--- config.mk ---
export PLATFORM = sky130hd
export DESIGN_NAME = uart_pixel_packetizer
export DESIGN_NICKNAME = d
export VERILOG_FILES = /design/src/rtl/uart_pixel_packetizer.sv
export SDC_FILE = /design/constraint.sdc
export NUM_CORES = 1
export LEC_CHECK = 0
export ABC_AREA = 1
export CELL_PAD_IN_SITES_DETAIL_PLACEMENT = 1
export CELL_PAD_IN_SITES_GLOBAL_PLACEMENT = 2
export CORE_MARGIN = 8
export CORE_UTILIZATION = 34
export CTS_CLUSTER_SIZE = 25
export DETAILED_ROUTE_END_ITERATION = 7
export PLACE_DENSITY_LB_ADDON = 0.1
export SYNTH_ARGS = -nofsm -noshare
export SYNTH_HDL_FRONTEND = slang
export SYNTH_SLANG_ARGS = --single-unit
--- constraint.sdc ---
create_clock -name CLK -period 5.08 [get_ports CLK]
set_clock_uncertainty 0.1 [all_clocks]
set_input_delay 0.508 -clock CLK [delete_from_list [all_inputs] [get_ports CLK]]
set_output_delay 0.508 -clock CLK [all_outputs]
set_load 0.02 [all_outputs]
--- src/rtl/uart_pixel_packetizer.sv ---
// Frames pixel words into sync/seq/payload/checksum byte packets for the UART byte-write port.
// Each pixel goes out big-endian as 16 bits; the checksum is the 8-bit sum of the seq byte and the payload bytes.
module uart_pixel_packetizer #(
  parameter int unsigned PixelWidth      = 12,
  parameter int unsigned PixelsPerPacket = 64,
  parameter logic [7:0]  Sync0           = 8'hA5,
  parameter logic [7:0]  Sync1           = 8'h5A
) (
  input  logic                  CLK,
  input  logic                  RST,
  input  logic                  i_pixel_valid,
  input  logic [PixelWidth-1:0] i_pixel,
  output logic                  o_pixel_ready,
  output logic                  o_byte_valid,
  output logic [7:0]            o_byte,
  input  logic                  i_byte_ready,
  output logic                  o_busy
);

  typedef enum logic [2:0] {
    IDLE, HDR0, HDR1, SEQ, WAIT_PIX, PIX_HI, PIX_LO, CSUM
  } state_t;

  localparam logic [15:0] LastPix = 16'(PixelsPerPacket - 1);

  state_t      state, state_next;
  logic [7:0]  seq, seq_next;
  logic [7:0]  csum, csum_next;
  logic [7:0]  pix_lo, pix_lo_next;
  logic [15:0] pix_cnt, pix_cnt_next;
  logic [7:0]  byte_next;
  logic        byte_valid_next;

  logic [15:0] pix_ext;
  logic [7:0]  csum_add;
  logic        xfer;
  logic        accept;

  assign pix_ext  = 16'(i_pixel);
  assign xfer     = o_byte_valid && i_byte_ready;
  assign accept   = o_pixel_ready && i_pixel_valid;
  assign csum_add = csum + o_byte;

  // State and datapath registers.
  always_ff @(posedge CLK) begin
    if (!RST) begin
      state        <= IDLE;
      seq          <= '0;
      csum         <= '0;
      pix_lo       <= '0;
      pix_cnt      <= '0;
      o_byte       <= '0;
      o_byte_valid <= 1'b0;
    end else begin
      // NOTE: non-blocking assignments keep every flop sampling pre-edge values, so register order is irrelevant.
      state        <= state_next;
      seq          <= seq_next;
      csum         <= csum_next;
      pix_lo       <= pix_lo_next;
      pix_cnt      <= pix_cnt_next;
      o_byte       <= byte_next;
      o_byte_valid <= byte_valid_next;
    end
  end

  // Next-state and next-datapath decode; the next byte is loaded on the same edge as a transfer.
  always_comb begin
    // NOTE: every output of this block is defaulted first, so no path can leave a value unassigned and infer a latch.
    state_next      = state;
    seq_next        = seq;
    csum_next       = csum;
    pix_lo_next     = pix_lo;
    pix_cnt_next    = pix_cnt;
    byte_next       = o_byte;
    byte_valid_next = o_byte_valid;

    unique case (state)
      IDLE: begin
        if (i_pixel_valid) begin
          state_next      = HDR0;
          byte_next       = Sync0;
          byte_valid_next = 1'b1;
          csum_next       = '0;
        end
      end
      HDR0: begin
        if (xfer) begin
          state_next = HDR1;
          byte_next  = Sync1;
        end
      end
      HDR1: begin
        if (xfer) begin
          state_next = SEQ;
          byte_next  = seq;
        end
      end
      SEQ: begin
        if (xfer) begin
          state_next      = WAIT_PIX;
          csum_next       = csum_add;
          byte_valid_next = 1'b0;
        end
      end
      WAIT_PIX: begin
        if (accept) begin
          state_next      = PIX_HI;
          byte_next       = pix_ext[15:8];
          pix_lo_next     = pix_ext[7:0];
          byte_valid_next = 1'b1;
        end
      end
      PIX_HI: begin
        if (xfer) begin
          state_next = PIX_LO;
          byte_next  = pix_lo;
          csum_next  = csum_add;
        end
      end
      PIX_LO: begin
        if (xfer) begin
          csum_next = csum_add;
          if (pix_cnt == LastPix) begin
            // The checksum byte must already include this low byte.
            state_next = CSUM;
            byte_next  = csum_add;
          end else begin
            state_next      = WAIT_PIX;
            pix_cnt_next    = pix_cnt + 16'd1;
            byte_valid_next = 1'b0;
          end
        end
      end
      CSUM: begin
        if (xfer) begin
          state_next      = IDLE;
          seq_next        = seq + 8'd1;
          csum_next       = '0;
          pix_cnt_next    = '0;
          byte_valid_next = 1'b0;
        end
      end
      default: state_next = IDLE;
    endcase
  end

  // Outputs decoded straight from the state register.
  always_comb begin
    o_pixel_ready = (state == WAIT_PIX);
    o_busy        = (state != IDLE);
  end

endmodule

==> impl_metrics.toml, run 1 <==
[clocking]
postCtsHoldBufs = 0
cts_buffers = 5
path_clk_slew_ns = 0.10
clock_latency_ns = 0.31
cts.repair.resized = 0
clk_path_buf_depth = 2
root_buffer = "clkbuf_8"
cts_max_level = 2
cts_setup_buffers = 0
cts_tree = "built"
clock_sinks = 52

[global_routing]
grt_pass1_vias = 3173
grt_first_pass_wirelength_um = 15900
antenna_found_initial = 0
grt_max_degree = 33
grt_overflow = 0
grt.total_usage = 0.155

[routing]
dr.pass1.iters = 4
drt-initial-drc-count = 103
viasPerCell = 4.95
drc_errors = 0
route.vias.total = 3082
ant_nets = 0
routed_wl_um = 9170
post_drt_wl_per_cell_um = 14.7

[outcome]
outcome = "finished clean"

[critical_path]
end_kind = "primary output"
worst_ep_arrival_time_ns = 1.97
endpoint = "o_pixel_ready"
path_buf_inv = 2
start_kind = "flip-flop"
crit_path_max_fanout = 8
r2r-end = "pix_cnt[3]"
crit_chain = "nor2_1, nand2_1, inv_2, clkdlybuf4s50_1"
rrSetupSlack_ns = 2.60
r2r_start = "state[2]"
crit_start = "state[1]"
cp_top_family = "buffers and inverters"
cp_num_cells = 4
slowest_stage = "clkdlybuf4s50_1"
slowest_delay_ns = 0.63
r2r_cells = 8
critPathRequiredTime_ns = 4.47
criticalPathCategory = "flip-flop to primary output"

[floorplan]
initial_core_util = 0.344
die_w_um = 112
fp.coreArea_um2 = 9060
num_rows = 35
boundaryPins = 27
die_h_um = 112
dieArea_um2 = 12500

[finish]
antenna_cells = 0
nets = 537
area_growth_pct = 14.2
layout-drive-gt1-share = 0.0566
utilization = 0.393

[synth]
ys_seq_area_frac = 0.334
synth-seq-cells = 52
synth_area_leaders = "dfxtp_1 (33%), nand2_1 (18%), a21oi_1 (8.4%)"
yosysTopAreaCell = "dfxtp_1"
postSynthCellCount = 487
syn_area_per_cell_um2 = 6.40
syn_nets = 513
syn_area_um2 = 3120
synth.lib_cells_used.distinct = 34
synth_top_area_share = 0.334
ys_warn_count = 0

[placement]
port_buffers = 26
dp_hpwl_um = 7130
gp_congestion = 0.797

[pwr]
ir_drop_v = 0.000114
finalPower_mw = 1.26
p_leak_nw = 1.48
powerDensity_nw_per_um2 = 354

[timing]
hold_ws_ns = 0.371
slew_headroom = 0.594
final.min_clock_period_ns = 2.58
timing.fmax_ghz = 0.388
rsz0062_at_grt = "no"
tightest_slew_ns = 0.607
drv_slew = 0
tns_ns = 0
setup_violations = 0
period_share = 0.508
final_hold_viol_count = 0

[flow_run]
drv_cap = 0

[min_path]
holdCritPathClass = "flip-flop to flip-flop"
## cells in the mapped netlist
master and instances:
nand2_1 148, nor2_1 62, inv_1 55, a21oi_1 52, dfxtp_1 52, nand3_1 23
o21ai_0 21, xor2_1 10, ha_1 9, clkbuf_1 5, inv_2 5, nand4_1 5
nor3_1 4, and2_1 3, nand2_2 3, nand3_2 3, o2111ai_1 3, buf_2 2
buf_4 2, nor2_4 2, nor3_2 2, nor3b_1 2, or2_1 2, xnor2_1 2
a21boi_0 1, a21oi_2 1, buf_6 1, fa_1 1, nand2_4 1, nand3_4 1
o21a_1 1, o21ai_2 1, o22ai_1 1, or2_2 1
## layout by cell type (no fill, tap or decap), types with 3 or more instances in the layout
cell type,synthesis,layout
o2111ai_1,3,3
o21ai_0,21,21
nand2_1,148,148
nand3_2,3,3
inv_2,5,5
a21oi_1,52,52
xor2_1,10,10
nor2_1,62,62
inv_1,55,55
nor3_1,4,4
nand3_1,23,23
clkdlybuf4s50_1,0,26
nand4_1,5,5
ha_1,9,9
nand2_2,3,3
clkbuf_8,0,5
and2_1,3,3
dfxtp_1,52,52
## worst min-delay path by stage
stage	startpoint	end	cells past startpoint
2_1_floorplan	pix_lo[7]	pix_lo[7]	2
3_3_place_gp	pix_lo[5]	pix_lo[5]	2
3_5_place_dp	pix_lo[6]	pix_lo[6]	2
4_1_cts	pix_lo[6]	pix_lo[6]	2
5_1_grt	csum[2]	csum[2]	2
6_report	pix_lo[7]	pix_lo[7]	2
## power by group
group | leakage [nW] | internal (mW) | total, mW | switching (mW)
clock | 0.0485 | 0.0993 | 0.253 | 0.153
sequential | 0.421 | 0.441 | 0.477 | 0.0354
combinational | 1.01 | 0.182 | 0.531 | 0.349
total | 1.48 | 0.723 | 1.26 | 0.538
## cell type report
type,instances,area [um^2]
timing repair buffer,27,268
clock buffer,5,68.8
multi-input combinational,365,1800
tap,111,139
sequential,52,1040
fill,1217,5510
clock inverter,3,22.5
inverter,60,225
## flip-flops by register name, summed over array words and instances (netlist names)
| signal | flops |
|---|---|
| seq | 8 |
| state | 3 |
| pix_lo | 8 |
| csum | 8 |
| pix_cnt | 16 |
| o_byte | 8 |
| o_byte_valid | 1 |
## metrics by stage
step | cells | instance area, um^2 | setup slack, ns
floorplan | 487 | 3120 | 3.22
global placement | 615 | 3470 | 2.46
detailed placement | 615 | 3470 | 2.34
CTS | 623 | 3560 | 2.48
global route | 623 | 3560 | 2.30
finish | 623 | 3560 | 2.50
## routing by layer
layer  up-vias  part of all wire  global-route usage
li1       1592                 -                   -
met1      1460              0.47               0.193
met2        28              0.49               0.272
met3         2             0.026              0.0249
met4         0            0.0039              0.0319
met5         -                 0                   0
## cell families after synthesis
kind of cell               Yosys count  share of synthesized area
adders and majority gates           10                     0.0426
AOI/OAI and AO/OA                   81                      0.138
DFF                                 52                      0.334
and+or+nand+nor                    262                      0.362
xor gates and xnor gates            12                     0.0337
buffers and inverters               70                     0.0899
## worst min-delay path, stage by stage (launching register included)
cell	delay [ns]
dfxtp_1	0.31
inv_1	0.07
a21oi_1	0.06
Power figures use the tool's default switching activity.
==> inputs of run 2 (changes only) <==
Settings changed: CORE_UTILIZATION 34 to 32.
Clock period 5.08 ns to 2.5 ns, I/O delays scaled along.
==> impl_metrics.toml, run 2 (synthesis results as in run 1) <==
[outcome]
outcome = "finished clean"

[floorplan]
dieArea_um2 = 13200
boundaryPins = 27
initial_core_util = 0.325
die_w_um = 115
fp.coreArea_um2 = 9590
die_h_um = 115
num_rows = 36

[pwr]
powerDensity_nw_per_um2 = 705
ir_drop_v = 0.000236
p_leak_nw = 1.50

[critical_path]
crit_chain = "nor2_1, nand2_1, inv_2, clkdlybuf4s50_1"
crit_path_max_fanout = 8
r2r-end = "o_byte[4]"
cp_top_family = "buffers and inverters"
r2r_start = "o_byte[0]"
path_buf_inv = 2
rrSetupSlack_ns = 0.42
criticalPathCategory = "flip-flop to primary output"
slowest_delay_ns = 0.63
start_kind = "flip-flop"
slowest_stage = "clkdlybuf4s50_1"
critPathRequiredTime_ns = 2.15
end_kind = "primary output"
r2r_cells = 11
worst_ep_arrival_time_ns = 1.96

[finish]
stdcell_count = 650
antenna_cells = 0
layout-drive-gt1-share = 0.0658
num-fill-cells = 1299
largest_reg_flops = 16
mostFrequentLayoutCells = "nand2_1 (148), nor2_1 (62), inv_1 (55)"
area_growth_pct = 16.2
top_register = "pix_cnt"
nets = 542
final_common_cell = "nand2_1"
design_area_um2 = 3620

[clocking]
root_buffer = "clkbuf_8"
cts_tree = "built"
path_clk_slew_ns = 0.10
clock_sinks = 52
cts.repair.resized = 0
postCtsHoldBufs = 0
cts_max_level = 2
clk_path_buf_depth = 2
clock_latency_ns = 0.32
cts_buffers = 5
cts_setup_buffers = 0

[routing]
viasPerCell = 4.76
ant_nets = 0
routed_wl_um = 9580
drc_errors = 0
route.vias.total = 3094
post_drt_wl_per_cell_um = 14.7
dr.pass1.iters = 4
drt-initial-drc-count = 88

[placement]
gp_congestion = 0.848
placed_cell_area_um2 = 3530
dp_hpwl_um = 7480
dpl.cell_count = 642
port_buffers = 26

[timing]
setup_violations = 0
period_share = 0.925
hold_ws_ns = 0.364
tightest_slew_ns = 0.428
final_hold_viol_count = 0
timing.fmax_ghz = 0.433
rsz0062_at_grt = "no"
slew_headroom = 0.714
drv_slew = 0
tns_ns = 0
final.min_clock_period_ns = 2.31

[min_path]
holdCritPathClass = "flip-flop to flip-flop"
worstHoldStart = "pix_lo[7]"
whs_path_depth = 2
hold_end = "pix_lo[7]"

[global_routing]
antenna_found_initial = 0
grt_first_pass_wirelength_um = 16000
grt_pass1_vias = 3105
grt.total_usage = 0.154
grt_max_degree = 19
grt_overflow = 0

[flow_run]
drv_cap = 0
-- run 2: final cells by class --
class                           instances  area [um^2]  share of cell area
Inverter                               60          225              0.0622
Tap cell                              133          166              0.0460
Clock inverter                          3         18.8             0.00518
Sequential cell                        52         1040               0.287
Multi-Input combinational cell        365         1800               0.496
Clock buffer                            5         68.8              0.0190
Timing Repair Buffer                   32          305              0.0843
-- run 2: routing by layer --
layer,vias to the layer above,part of all wire,GRT usage
met3,8,0.028,0.0227
met4,0,0.011,0.0420
met5,-,0,0
met1,1460,0.48,0.192
li1,1600,-,-
met2,26,0.48,0.268
-- run 2: tightest hold or removal path: cells and delay by family (launching register included) --
kind            cells  cell delay, ns
buf+inv             1            0.06
flops               1            0.31
compound gates      1            0.06
-- run 2: worst max path at each step --
stage	from	endpoint	depth (start not counted)
floorplan	o_byte[0]	o_byte[4]	11
global placement	o_byte[0]	o_byte[4]	11
detailed placement	i_byte_ready	pix_cnt[2]	9
CTS	state[1]	o_pixel_ready	4
global route	state[1]	o_pixel_ready	4
finish	state[1]	o_pixel_ready	4
-- run 2: report_power, final --
part / total [mW] / switching (mW) / internal (mW)
sequential: 0.973 / 0.0760 / 0.897
clock: 0.510 / 0.313 / 0.196
combinational: 1.07 / 0.698 / 0.371
-- run 2: per-stage QoR --
step	utilization	power (mW)	setup WS, ns
6_report	0.377	2.55	0.189
5_1_grt	0.377	2.76	0.0615
4_1_cts	0.377	2.61	0.148
3_5_place_dp	0.368	2.08	0.411
3_3_place_gp	0.368	2.06	0.442
2_1_floorplan	-	1.68	0.644
==> inputs of run 3 (changes only) <==
Settings changed: TNS_END_PERCENT from default to 1.
==> results of run 3 <==
No change in the layout: final DEF, timing and power equal those of run 2.
